==> src/rtl/ota_offset_trim_ctrl.sv <==
// ota_offset_trim_ctrl
//   Calibrates the OTA input offset. The block first closes the auto-zero
//   switch, then runs a successive-approximation search over the binary trim
//   DAC code. The search is steered by the comparator that watches the OTA
//   output. A manual code can be driven onto the DAC for characterisation.
//
// Ports
//   clk_i            system clock
//   rst_ni           asynchronous active-low reset
//   ena_i            block enable; low freezes FSM/counter (synchronizer runs)
//   start_i          calibration request (level-sampled in IDLE/DONE)
//   abort_i          cancel; returns to IDLE, overrides start and ena
//   comp_in_i        asynchronous comparator decision, 1 = code too high
//   settle_cycles_i  settle length S; each AZ/SETTLE phase lasts S+1 cycles
//   manual_en_i      drive manual_code_i on trim_code_o while not busy
//   manual_code_i    manual trim value
//   trim_code_o      trim DAC drive
//   az_en_o          auto-zero switch enable
//   busy_o           high in AZ, SETTLE or SAMPLE
//   done_o           one-cycle pulse on entry to DONE
//   trim_valid_o     high while the calibrated code is valid (DONE)
module ota_offset_trim_ctrl #(
  parameter int TRIM_W = 6,
  parameter int CNT_W  = 8
) (
  input  logic              clk_i,
  input  logic              rst_ni,
  input  logic              ena_i,
  input  logic              start_i,
  input  logic              abort_i,
  input  logic              comp_in_i,
  input  logic [CNT_W-1:0]  settle_cycles_i,
  input  logic              manual_en_i,
  input  logic [TRIM_W-1:0] manual_code_i,
  output logic [TRIM_W-1:0] trim_code_o,
  output logic              az_en_o,
  output logic              busy_o,
  output logic              done_o,
  output logic              trim_valid_o
);

  localparam int IDX_W = (TRIM_W > 1) ? $clog2(TRIM_W) : 1;
  localparam logic [TRIM_W-1:0] MIDSCALE = {1'b1, {(TRIM_W-1){1'b0}}};
  localparam logic [IDX_W-1:0]  TOP_IDX  = IDX_W'(TRIM_W - 1);
  localparam logic [TRIM_W-1:0] ONE_HOT0 = {{(TRIM_W-1){1'b0}}, 1'b1};

  typedef enum logic [2:0] {
    IDLE   = 3'd0,
    AZ     = 3'd1,
    SETTLE = 3'd2,
    SAMPLE = 3'd3,
    DONE   = 3'd4
  } state_e;

  state_e            state_q;
  logic [TRIM_W-1:0] code_q;
  logic [IDX_W-1:0]  bit_idx_q;
  logic [CNT_W-1:0]  cnt_q;
  logic              az_en_q;
  logic              busy_q;
  logic              done_q;
  logic              trim_valid_q;

  // Two-flop synchronizer for the comparator; runs regardless of ena_i.
  logic comp_meta_q;
  logic comp_s_q;

  always_ff @(posedge clk_i or negedge rst_ni) begin
    if (!rst_ni) begin
      comp_meta_q <= 1'b0;
      comp_s_q    <= 1'b0;
    end else begin
      comp_meta_q <= comp_in_i;
      comp_s_q    <= comp_meta_q;
    end
  end

  // SAR step: drop the bit under test if the comparator says the code is
  // too high, then (if more bits remain) raise the next lower bit as trial.
  logic [TRIM_W-1:0] bit_mask_d;
  logic [TRIM_W-1:0] sampled_code_d;
  logic [TRIM_W-1:0] next_trial_d;

  always_comb begin
    bit_mask_d     = ONE_HOT0 << bit_idx_q;
    sampled_code_d = comp_s_q ? (code_q & ~bit_mask_d) : code_q;
    next_trial_d   = sampled_code_d | (bit_mask_d >> 1);
  end

  always_ff @(posedge clk_i or negedge rst_ni) begin
    if (!rst_ni) begin
      state_q      <= IDLE;
      code_q       <= MIDSCALE;
      bit_idx_q    <= TOP_IDX;
      cnt_q        <= '0;
      az_en_q      <= 1'b0;
      busy_q       <= 1'b0;
      done_q       <= 1'b0;
      trim_valid_q <= 1'b0;
    end else if (abort_i) begin
      state_q      <= IDLE;
      code_q       <= MIDSCALE;
      bit_idx_q    <= TOP_IDX;
      cnt_q        <= '0;
      az_en_q      <= 1'b0;
      busy_q       <= 1'b0;
      done_q       <= 1'b0;
      trim_valid_q <= 1'b0;
    end else if (ena_i) begin
      // done is a pulse; cleared here so a frozen block holds its outputs.
      done_q <= 1'b0;
      case (state_q)
        IDLE, DONE: begin
          if (start_i && !manual_en_i) begin
            state_q      <= AZ;
            cnt_q        <= settle_cycles_i;
            az_en_q      <= 1'b1;
            busy_q       <= 1'b1;
            trim_valid_q <= 1'b0;
          end
        end
        AZ: begin
          if (cnt_q == '0) begin
            state_q   <= SETTLE;
            cnt_q     <= settle_cycles_i;
            az_en_q   <= 1'b0;
            code_q    <= MIDSCALE;
            bit_idx_q <= TOP_IDX;
          end else begin
            cnt_q <= cnt_q - CNT_W'(1);
          end
        end
        SETTLE: begin
          if (cnt_q == '0) begin
            state_q <= SAMPLE;
          end else begin
            cnt_q <= cnt_q - CNT_W'(1);
          end
        end
        SAMPLE: begin
          if (bit_idx_q == '0) begin
            state_q      <= DONE;
            code_q       <= sampled_code_d;
            busy_q       <= 1'b0;
            done_q       <= 1'b1;
            trim_valid_q <= 1'b1;
          end else begin
            state_q   <= SETTLE;
            code_q    <= next_trial_d;
            bit_idx_q <= bit_idx_q - IDX_W'(1);
            cnt_q     <= settle_cycles_i;
          end
        end
        default: begin
          state_q <= IDLE;
          busy_q  <= 1'b0;
          az_en_q <= 1'b0;
        end
      endcase
    end
  end

  // Manual override only applies while no calibration is in flight.
  assign trim_code_o  = (manual_en_i && (state_q == IDLE || state_q == DONE))
                        ? manual_code_i : code_q;
  assign az_en_o      = az_en_q;
  assign busy_o       = busy_q;
  assign done_o       = done_q;
  assign trim_valid_o = trim_valid_q;

endmodule

==> config.mk <==
export PLATFORM = sky130hd
export DESIGN_NAME = ota_offset_trim_ctrl
export DESIGN_NICKNAME = d
export VERILOG_FILES = /design/src/rtl/ota_offset_trim_ctrl.sv
export SDC_FILE = /design/constraint.sdc
export NUM_CORES = 1
export LEC_CHECK = 0
export BUFFER_PORTS_ARGS = -buffer_cell sky130_fd_sc_hd__buf_2
export CAP_MARGIN = 20
export CORE_AREA = 2 2 66 68
export CTS_CLUSTER_DIAMETER = 100
export DETAILED_ROUTE_END_ITERATION = 16
export DIE_AREA = 0 0 68 70
export PLACE_DENSITY = 0.79
export SYNTH_ARGS = -nofsm -noshare
export SYNTH_HDL_FRONTEND = slang
export SYNTH_SLANG_ARGS = --single-unit
==> constraint.sdc <==
create_clock -name clk_i -period 1.9 [get_ports clk_i]
set_input_delay 0.285 -clock clk_i [delete_from_list [all_inputs] [get_ports clk_i]]
set_output_delay 0.285 -clock clk_i [all_outputs]
set_load 0.05 [all_outputs]
== Word level (Yosys, flattened, before mapping) ==
Index checks and enable logic that the tools add are counted.
Operators by class
  $add $sub $neg: 2
  eq/ne operators: 12
  shift operators: 1
  multiplexer cells: 44
  bitwise gates (word level): 3
  reduce and logical (&&, ||, !) cells: 21
Operator list (count)
  2-to-1 mux 8 bit: 6
  2-to-1 mux 6 bit: 6
  case mux 8 bit (4 select lines): 1
  2-to-1 mux 3 bit: 10
  AND reduction 4 bit: 5
  inequality test 3 bit (second input constant): 6
  2-to-1 mux 1 bit: 15
  case mux 3 bit (4 select lines): 1
  case mux 6 bit (2 select lines): 1
  logical NOT 8 bit: 1
  subtractor 8 x 1 -> 8 bit (second input constant): 1
  bitwise AND 6 bit: 1
  equality test 3 x 2 -> 1 bit (second input constant): 2
  logical NOT 3 bit: 2
  inverter 6 bit: 1
  OR 6 x 5 -> 6 bit: 1
  case mux 1 bit (3 select lines): 2
  case mux 3 bit (2 select lines): 1
  nonzero test 3 bit: 2
  OR reduction 2 bit: 3
  left shift 1 x 3 -> 6 bit (first input constant): 1
  AND reduction 5 bit: 1
  nonzero test 5 bit: 1
  inequality test 2 x 1 -> 1 bit (second input constant): 2
  9 further kinds: 10
Word-level totals
  register bits after elaboration: 26
  output and inout bits: 10
  logic and storage cells: 93

== Depth between registers and ports, before layout ==
Gate-level depths: netlist (run 1).
  depth in word-level cells: 9
  depth in mapped cells: 8
  depth with buffers taken out: 7

== Worst setup path after synthesis (run 1) ==
No wires, ideal clock.
  path kind: reg2reg
  start point: register bit_idx_q[0]
  end point: register cnt_q[2]
  library setup time: 0.065 ns
  data arrival time: 1.858 ns
  setup slack: -0.023 ns
  cell stages (with the launch flop): 8
  path buffers: 0
  period minus slack after synthesis: 1.923 ns
  path through: dfstp_2 inv_1 ha_1 and4b_1 a211oi_4 o311ai_4 a211o_1 nand2_1
Between the ends
  longest elaborated chain between the ends: 3
Ends and longest elaborated chain
  start: declaration: RTL line 57  | logic [IDX_W-1:0] bit_idx_q;
  start signal: assignment: RTL line 150  | bit_idx_q <= bit_idx_q - IDX_W'(1);
  logical NOT 3 bit: RTL line 141  | if (bit_idx_q == '0) begin
  inequality test 3 bit (no line)
  AND reduction 5 bit (no line)
  end signal: assignment: RTL line 130  | cnt_q <= cnt_q - CNT_W'(1);
  end signal: assignment: RTL line 137  | cnt_q <= cnt_q - CNT_W'(1);
  end signal: assignment: RTL line 151  | cnt_q <= settle_cycles_i;
  end: declaration: RTL line 58  | logic [CNT_W-1:0] cnt_q;
No other way between the ends.
A chain may end at the register's enable or synchronous reset.

== Worst setup path in the final report (run 1) ==
  start point: register cnt_q[0]
  end point: register bit_idx_q[2]
Between the ends
  longest elaborated chain between the ends: 3
Ends and longest elaborated chain
  start signal: assignment: RTL line 116  | cnt_q <= settle_cycles_i;
  start signal: assignment: RTL line 125  | cnt_q <= settle_cycles_i;
  start signal: assignment: RTL line 130
  logical NOT 8 bit: RTL line 123  | if (cnt_q == '0) begin
  inequality test 3 bit (no line)
  AND reduction 4 bit (no line)
No other way between the ends.

==> results.py, run 1 <==
metrics = {
    "worst_hold_path": {
        "hold_path_class": "in -> async",
    },
    "power": {
        "p_clk_frac": 0.095,
        "vdd_drop_max_uv": 669,
        "power.density_nw_per_um2": 1700,
        "leakage_nw": 1.08,
        "p_total_w": 0.00401,
        "combPwrFrac": 0.683,
        "switchingPower_w": 0.00180,
        "intPower_w": 0.00221,
        "sequentialPowerShare": 0.222,
        "sw_frac_of_total": 0.449,
    },
    "setup_path": {
        "path_cells": "inv_2, ha_4, nor3b_4, nand2_2, buf_6, a21oi_4, buf_2, o21ai_1, a22oi_1",
        "setup.worst_path.start_class": "register",
        "critPathKind": "reg -> reg",
        "cp_max_fo": 5,
        "required_ps": 2090,
        "worst_setup_path_end_kind": "register",
        "regToRegStartpoint": "cnt_q[0]",
        "critPathSlowestCell": "dfrtp_1",
        "cp-startpoint": "cnt_q[0]",
        "max_stage_delay_ps": 410,
        "arrival_ps": 2080,
    },
    "timing": {
        "worstMarginPinSlew_ps": 625,
        "hold_violations": 0,
        "min_period_over_period": 0.992,
        "rsz0062_at_grt": "true",
        "period_minus_slack_ps": 1880,
        "report.final.slew_viol_count": 0,
        "fmax_ghz": 0.531,
        "hold-worst-slack_ps": 11.7,
        "skew_ps": 5.32,
        "finalSetupViolations": 0,
        "slew_headroom": 0.583,
        "final.setup.tns_ps": 0,
    },
    "route": {
        "drt-total-wl_um": 4860,
        "wire_per_inst_um": 16.0,
        "viasPerCell": 5.76,
        "vias": 1752,
        "drc": 0,
        "antenna_left": 0,
        "drt_iter0_drc": 175,
        "first_pass_iters": 5,
    },
    "grt": {
        "grt_pass1_wl_um": 7720,
        "antenna_found_initial": 0,
        "grt_pass1_vias": 1734,
        "track_usage": 0.205,
        "grt-ovfl-total": 0,
        "grt_max_degree": 27,
    },
    "yosys": {
        "synth_ff_type": "dfrtp_1",
        "async_flop_share": 1.00,
        "synth.area.top_cells": "dfrtp_1, dfstp_2, mux2_2",
        "synth_nets": 221,
        "netlist_area_um2": 1760,
        "synth_top_area_frac": 0.326,
        "synth-edff-count": 0,
        "yosys.area.top_type": "dfrtp_1",
        "synth.yosys.warnings": 0,
        "ys_seq_elements": 26,
        "ys_seq_area_frac": 0.371,
        "ys_types": 56,
        "yosysMostFrequentCell": "dfrtp_1",
        "syn_area_per_cell_um2": 9.09,
        "syn_inst": 194,
        "synth_common_cells": "dfrtp_1, nand2_1, nor2_1, o21ai_1, a21oi_1",
    },
    "floorplan": {
        "dieWidth_um": 68,
        "io_pins": 31,
        "die_area_um2": 4760,
        "die_h_um": 70,
        "initial_core_util": 0.426,
        "core-area_um2": 4140,
        "row_count": 24,
    },
    "clock_tree": {
        "cts_tree": "done",
        "cts.sinks": 26,
        "cts_inserted_buffers": 3,
        "htree_levels": 1,
        "ctsHoldBuffers": 0,
        "insertion_delay_ps": 280,
        "cts.reportedPaths.clkPinSlew_ps": 100,
        "cts.path.max_buffers": 2,
        "cts_root_buf": "clkbuf_8",
    },
    "placement": {
        "gp_congestion": 0.840,
        "place_inst": 291,
        "dp_hpwl_um": 3170,
        "io_buffers": 30,
    },
    "layout": {
        "ff_latch_area_um2": 656,
        "fin_cells": 304,
        "diodes": 0,
        "final_util": 0.568,
        "multiInputGateArea_um2": 1100,
        "area_growth_pct": 33.3,
        "drive_gt1_frac": 0.413,
        "final_nets": 280,
        "fill_cells": 340,
    },
    "run_status": {
        "outcome": "complete, no violations",
    },
    "run": {
        "drv_cap": 0,
    },
}
-- routing by layer --
layer	share of wire	track usage
met5	0	0
met4	0.020	0.0978
met3	0.055	0.0306
met2	0.49	0.320
met1	0.43	0.274
-- final cells by class --
type | count | area share
tap | 52 | 0.0277
multi-input combinational | 150 | 0.469
inverter | 8 | 0.0128
clock buffer | 4 | 0.0234
sequential | 26 | 0.279
timing repair buffer | 64 | 0.189
-- cell families after synthesis --
kind of cell	after synthesis	share of synthesized area
XOR/XNOR	1	0.00497
flip-flops	26	0.371
AO/OA/AOI/OAI	60	0.246
multiplexers	9	0.0567
buffers and inverters	18	0.0511
AND/OR/NAND/NOR	74	0.228
adder cells (fa/ha/maj)	6	0.0426
-- repair_timing --
action                     in CTS  in global routing
setup buffers                   4                  5
setup endpoints to repair      14                 25
gates cloned                    0                  1
gates resized for setup         6                 35
pin swaps                       2                 13
-- power by group through the flow --
stage / clock network [W] / registers (W) / logic [W]
2_1_floorplan: 0 / 0.000912 / 0.00147
4_1_cts: 0.000381 / 0.000861 / 0.00231
5_1_grt: 0.000399 / 0.000909 / 0.00295
6_report: 0.000381 / 0.000888 / 0.00274
3_5_place_dp: 0 / 0.000879 / 0.00219
3_3_place_gp: 0 / 0.000868 / 0.00214
-- critical path, delay by kind of cell, from the launching register on --
family	cells	cell delay, ps
compound gates	3	430
flops	1	410
buf+inv	3	400
fa+ha+maj	1	120
simple gates	2	440
-- layout by cell type (no fill, tap or decap), types with 3 or more instances in the layout --
| master | count |
|---|---|
| a21o_1 | 3 |
| a21oi_1 | 9 |
| a31oi_1 | 5 |
| a32o_1 | 3 |
| buf_2 | 25 |
| buf_4 | 32 |
| buf_6 | 7 |
| clkbuf_8 | 4 |
| dfrtp_1 | 22 |
| dfstp_2 | 3 |
| ha_1 | 4 |
| inv_1 | 5 |
| inv_2 | 3 |
| mux2_2 | 7 |
| nand2_1 | 21 |
| nand3b_1 | 4 |
| nor2_1 | 18 |
| nor2b_1 | 5 |
| o21ai_0 | 4 |
| o21ai_1 | 13 |
| o31ai_1 | 3 |
-- path summary, 6_finish.rpt --
path	end	slack, ps	depth (start not counted)
worst max-delay path	bit_idx_q[2]	20	9
worst min-delay path	cnt_q[2]	10	1
worst max register to register	bit_idx_q[2]	20	9
worst min register to register	comp_s_q	360	0
max in group asynchronous	state_q[1]	1450	1
min in group clk_i	comp_meta_q	110	1
-- sequential cells by signal, summed over array words and instances, names as in the netlist --
register	count
comp_s_q	1
state_q	3
az_en_o	1
busy_o	1
done_o	1
cnt_q	8
bit_idx_q	3
trim_valid_o	1
comp_meta_q	1
code_q	6
-- metrics by stage --
stage	setup WS [ps]	cell area, um2
finish	16.1	2350
global route	-49.3	2350
CTS	4.20	2220
detailed placement	-27.7	2120
global placement	9.83	2120
floorplan	14.7	1770
Note: power is estimated with default switching activity, not from simulation.
==> inputs of run 2 (changes only) <==
--- a/config.mk
+++ b/config.mk
@@ -7,11 +7,12 @@
 export LEC_CHECK = 0
 export BUFFER_PORTS_ARGS = -buffer_cell sky130_fd_sc_hd__buf_2
 export CAP_MARGIN = 20
-export CORE_AREA = 2 2 66 68
+export CORE_AREA = 2 2 80 52
 export CTS_CLUSTER_DIAMETER = 100
 export DETAILED_ROUTE_END_ITERATION = 16
-export DIE_AREA = 0 0 68 70
-export PLACE_DENSITY = 0.79
+export DIE_AREA = 0 0 82 54
+export HOLD_SLACK_MARGIN = 0.12
+export PLACE_DENSITY = 0.85
 export SYNTH_ARGS = -nofsm -noshare
 export SYNTH_HDL_FRONTEND = slang
 export SYNTH_SLANG_ARGS = --single-unit
==> run 2 against run 1 <==
Net effect: global-route usage rose by 1.8 points; critical path depth fell by 1; via count fell by 1.2%; clock skew rose by 3.6 ps; sequential cell count did not move; non-clock buffer count did not move; clock power fell by 4%; fmax fell by 0.79%; cell count fell by 0.66%; utilization rose by 5.6 points; sequential share of layout area fell by 0.10 points; combinational power barely moved; critical path type unchanged; critical endpoint is now cnt_q[6]; largest power group unchanged.
==> results.py, run 2 (synthesized netlist as in run 1, its figures left out) <==
metrics = {
    "layout": {
        "multiInputGateArea_um2": 1090,
        "drive_gt1_frac": 0.389,
        "fill_cells": 307,
        "final_nets": 280,
        "reg_top3": "cnt_q (8), code_q (6)",
        "layout_commonest_cell": "buf_4",
        "diodes": 0,
        "largest_reg_flops": 8,
        "area_growth_pct": 33.8,
        "fin_cells": 302,
        "ff_latch_area_um2": 656,
        "final_cell_mix": "buf_4, buf_2, dfrtp_1",
        "regMostFlops": "cnt_q",
    },
    "timing": {
        "hold_violations": 0,
        "fmax_ghz": 0.527,
        "worstMarginPinSlew_ps": 576,
        "report.final.slew_viol_count": 0,
        "min_period_over_period": 0.999,
        "final.setup.tns_ps": 0,
        "period_minus_slack_ps": 1900,
        "rsz0062_at_grt": "true",
        "hold-worst-slack_ps": 298,
        "slew_headroom": 0.616,
        "skew_ps": 8.88,
        "finalSetupViolations": 0,
    },
    "setup_path": {
        "required_ps": 2070,
        "regToRegStartpoint": "cnt_q[0]",
        "worst_setup_path_end_kind": "register",
        "cp-startpoint": "cnt_q[0]",
        "cp_max_fo": 8,
        "arrival_ps": 2070,
        "critPathKind": "reg -> reg",
        "setup.worst_path.start_class": "register",
    },
    "worst_hold_path": {
        "hold_path_class": "in -> reg",
        "hp-start": "settle_cycles_i[0]",
    },
    "floorplan": {
        "die_area_um2": 4430,
        "dieWidth_um": 82,
        "row_count": 18,
        "die_h_um": 54,
        "io_pins": 31,
        "initial_core_util": 0.466,
        "core-area_um2": 3780,
    },
    "route": {
        "drc": 0,
        "highest_layer": "met4",
        "viasPerCell": 5.73,
        "antenna_left": 0,
        "wl_met3_um": 294,
        "drt-total-wl_um": 4850,
        "first_pass_iters": 5,
        "drt_iter0_drc": 137,
        "met2_length_um": 2260,
        "vias": 1731,
        "wire_per_inst_um": 16.1,
        "wl_met1_um": 2270,
    },
    "power": {
        "sequentialPowerShare": 0.222,
        "switchingPower_w": 0.00180,
        "intPower_w": 0.00216,
        "leakage_nw": 1.09,
        "combPwrFrac": 0.686,
        "vdd_drop_max_uv": 881,
        "sw_frac_of_total": 0.455,
        "p_clk_frac": 0.092,
        "power.density_nw_per_um2": 1680,
    },
    "grt": {
        "grt_pass1_vias": 1492,
        "track_usage": 0.223,
        "grt-ovfl-total": 0,
        "grt_max_degree": 27,
        "grt_pass1_wl_um": 7310,
        "antenna_found_initial": 0,
    },
    "clock_tree": {
        "insertion_delay_ps": 280,
        "cts.reportedPaths.clkPinSlew_ps": 90,
        "cts_tree": "done",
        "htree_levels": 1,
        "cts.path.max_buffers": 2,
        "cts_root_buf": "clkbuf_8",
        "cts.sinks": 26,
        "cts_inserted_buffers": 3,
    },
    "placement": {
        "io_buffers": 30,
        "gp_congestion": 0.875,
        "dp_hpwl_um": 3460,
        "place_inst": 290,
    },
    "run_status": {
        "outcome": "complete, no violations",
    },
    "run": {
        "drv_cap": 0,
    },
}
[run 2: cell count changes in the layout (fill, tap and decap cells not counted), moves of 2 or more]
cell	before	now
o21ai_0	4	6
buf_6	7	5
inv_2	3	0
inv_1	5	8
o21ai_1	13	11
dlygate4sd3_1	0	2
[run 2: cell type report]
cell class / instances / share of cell area
flip-flops and latches: 26 / 0.278
repair buffers: 64 / 0.197
well taps: 50 / 0.0265
inverters: 8 / 0.0127
multi-input cells: 150 / 0.463
clock buffers: 4 / 0.0233
[run 2: worst max-delay path, cell delays in order (launching register included)]
cell and delay (ps):
dfrtp_1 420, inv_1 120, ha_4 160, nor3b_4 280
nand2_2 140, o311ai_4 320, buf_12 160, a211oi_2 40
a21o_1 150
[run 2: repair_timing]
action                                  in CTS  in global routing
pin swaps                                    2                 10
setup buffers                                3                  4
endpoints found under the hold margin       24                  0
gates resized for setup                     10                 21
hold buffers                                 2                  0
endpoints found under the setup margin      11                 19
[run 2: metal layers]
layer | track usage | vias up
li1 | - | 824
met5 | 0 | -
met2 | 0.348 | 70
met1 | 0.326 | 831
met4 | 0.0389 | 0
met3 | 0.0436 | 6
[run 2: final timing paths]
kind | cells after the start | slack (ps) | to
max | 8 | 1 | cnt_q[6]
min | 3 | 300 | cnt_q[0]
max reg2reg | 8 | 1 | cnt_q[6]
min reg2reg | 0 | 360 | comp_s_q
max in group asynchronous | 2 | 950 | state_q[2]
min in group asynchronous | 2 | 530 | cnt_q[2]
[run 2: power groups by stage]
stage               sequential (W)  clock [W]  combinational, W
finish                    0.000880   0.000366           0.00272
global placement          0.000868          0           0.00213
floorplan                 0.000912          0           0.00147
detailed placement        0.000880          0           0.00221
global route              0.000903   0.000387           0.00290
CTS                       0.000871   0.000370           0.00234
[run 2: per-stage QoR]
stage,total power [W],cell area [um2],setup WS (ps),utilization
3_3_place_gp,0.00300,2120,-5.19,0.559
4_1_cts,0.00358,2230,0.859,0.590
5_1_grt,0.00419,2360,-48.8,0.624
2_1_floorplan,0.00238,1770,14.7,-
3_5_place_dp,0.00309,2120,-67.4,0.559
6_report,0.00396,2360,1.13,0.624
==> inputs of run 3 (changes only) <==
--- a/config.mk
+++ b/config.mk
@@ -12,7 +12,7 @@
 export DETAILED_ROUTE_END_ITERATION = 16
 export DIE_AREA = 0 0 82 54
 export HOLD_SLACK_MARGIN = 0.12
-export PLACE_DENSITY = 0.85
+export PLACE_DENSITY = 0.76
 export SYNTH_ARGS = -nofsm -noshare
 export SYNTH_HDL_FRONTEND = slang
 export SYNTH_SLANG_ARGS = --single-unit
==> run 3 against run 2 <==
Net effect: fmax up 2.1%; setup slack gained 40 ps; die area unchanged; sequential cell count unchanged; clock-buffer cell count is the same; utilization is 0.43 points higher; total power shrank 0.80%; clock power fell by 13%; hold slack got worse by 10 ps.
==> results.py, run 3 (synthesized netlist as in run 1, its figures left out) <==
metrics = {
    "run_status": {
        "outcome": "complete, no violations",
    },
    "power": {
        "sw_frac_of_total": 0.447,
        "vdd_drop_max_uv": 881,
        "p_clk_frac": 0.081,
        "sequentialPowerShare": 0.230,
        "p_total_w": 0.00393,
        "power.density_nw_per_um2": 1650,
        "intPower_w": 0.00217,
        "leakage_nw": 1.10,
        "switchingPower_w": 0.00176,
        "combPwrFrac": 0.689,
    },
    "layout": {
        "final_nets": 281,
        "regMostFlops": "cnt_q",
        "ff_latch_area_um2": 657,
        "reg_top3": "cnt_q (8), code_q (6)",
        "final_util": 0.628,
        "multiInputGateArea_um2": 1110,
        "fill_cells": 315,
        "drive_gt1_frac": 0.391,
        "layout_commonest_cell": "buf_4",
        "diodes": 0,
        "area_growth_pct": 34.8,
        "largest_reg_flops": 8,
        "final_cell_mix": "buf_4, buf_2, nand2_1, dfrtp_1, nor2_1",
    },
    "timing": {
        "rsz0062_at_grt": "true",
        "min_period_over_period": 0.978,
        "finalSetupViolations": 0,
        "hold-worst-slack_ps": 288,
        "slew_headroom": 0.618,
        "worstMarginPinSlew_ps": 574,
        "period_minus_slack_ps": 1860,
        "report.final.slew_viol_count": 0,
        "hold_violations": 0,
        "skew_ps": 2.09,
        "fmax_ghz": 0.538,
    },
    "floorplan": {
        "row_count": 18,
        "die_area_um2": 4430,
        "die_h_um": 54,
        "dieWidth_um": 82,
        "core-area_um2": 3780,
        "initial_core_util": 0.466,
        "io_pins": 31,
    },
    "placement": {
        "gp_congestion": 0.869,
        "io_buffers": 30,
        "dp_hpwl_um": 3270,
    },
    "route": {
        "drc": 0,
        "first_pass_iters": 5,
        "vias": 1748,
        "antenna_left": 0,
        "viasPerCell": 5.77,
        "drt-total-wl_um": 4680,
        "wire_per_inst_um": 15.4,
        "drt_iter0_drc": 230,
    },
    "setup_path": {
        "arrival_ps": 2020,
        "cp_max_fo": 6,
        "setup.worst_path.start_class": "register",
        "required_ps": 2070,
        "worst_setup_path_end_kind": "register",
        "critPathKind": "reg -> reg",
    },
    "clock_tree": {
        "cts_root_buf": "clkbuf_8",
        "cts.reportedPaths.clkPinSlew_ps": 90,
        "cts_inserted_buffers": 3,
        "insertion_delay_ps": 270,
        "cts.sinks": 26,
        "htree_levels": 1,
        "cts_tree": "done",
        "cts.path.max_buffers": 2,
    },
    "grt": {
        "track_usage": 0.215,
        "grt_most_used_layer": "met1",
        "grt_pass1_wl_um": 7010,
        "grt_pass1_vias": 1420,
        "grt_max_degree": 27,
        "antenna_found_initial": 0,
        "grt-ovfl-total": 0,
        "grtUsageMet1": 0.340,
        "grtUsageMet3": 0.0386,
        "met2_usage": 0.295,
    },
    "run": {
        "drv_cap": 0,
    },
    "worst_hold_path": {
        "hold_path_class": "in -> reg",
    },
}
==> run 3: path summary, 6_finish.rpt <==
path	startpoint	endpoint	slack [ps]	depth (start not counted)
min in group asynchronous	rst_ni	cnt_q[0]	540	2
max in group asynchronous	rst_ni	state_q[0]	950	2
min reg2reg	comp_meta_q	comp_s_q	360	0
max reg2reg	cnt_q[1]	code_q[2]	40	9
max	cnt_q[1]	code_q[2]	40	9
min	settle_cycles_i[5]	cnt_q[5]	290	3
==> run 3: per-layer routing <==
| layer | part of all wire | vias to the layer above | wire length, um |
|---|---|---|---|
| li1 | - | 830 | - |
| met4 | 0.0090 | 0 | 42 |
| met1 | 0.50 | 836 | 2320 |
| met5 | 0 | - | 0 |
| met3 | 0.066 | 7 | 310 |
| met2 | 0.43 | 75 | 2010 |
==> run 3: what timing repair did <==
| action | CTS | global route |
|---|---|---|
| resized for setup | 11 | 32 |
| cloned | 0 | 1 |
| buffers inserted | 1 | 7 |
| hold buffers | 2 | 0 |
| setup endpoints to repair | 13 | 22 |
| endpoints found under the hold margin | 24 | 0 |
| pin swaps | 3 | 10 |
==> run 3: area by class of cell <==
cell class | count | share of cell area
Tap cell | 50 | 0.0263
Multi-Input combinational cell | 150 | 0.469
Inverter | 8 | 0.0126
Timing Repair Buffer | 65 | 0.197
Sequential cell | 26 | 0.276
Clock buffer | 4 | 0.0189
==> run 3: worst max-delay path, stage by stage, from the launching register on <==
cell and delay [ps]:
dfrtp_1 390, inv_1 60, ha_2 190, nor3b_4 270, nand2_2 110, buf_4 170, a21oi_4 160, buf_6 150
nand2_1 50, a32o_1 200
==> run 3: power by group through the flow <==
| stage | combinational (W) | clock [W] | sequential [W] |
|---|---|---|---|
| floorplan | 0.00147 | 0 | 0.000912 |
| global placement | 0.00221 | 0 | 0.000871 |
| detailed placement | 0.00225 | 0 | 0.000882 |
| CTS | 0.00235 | 0.000334 | 0.000880 |
| global route | 0.00293 | 0.000353 | 0.000923 |
| finish | 0.00271 | 0.000320 | 0.000903 |
==> run 3: stage by stage <==
step	setup TNS (ps)	instance area [um2]	std cells	setup slack, ps
3_3_place_gp	0	2120	289	4.41
6_report	0	2380	303	41.0
4_1_cts	-1.30	2220	296	-1.30
2_1_floorplan	0	1770	194	14.7
5_1_grt	-298	2380	303	-62.6
3_5_place_dp	-39.7	2120	289	-34.7
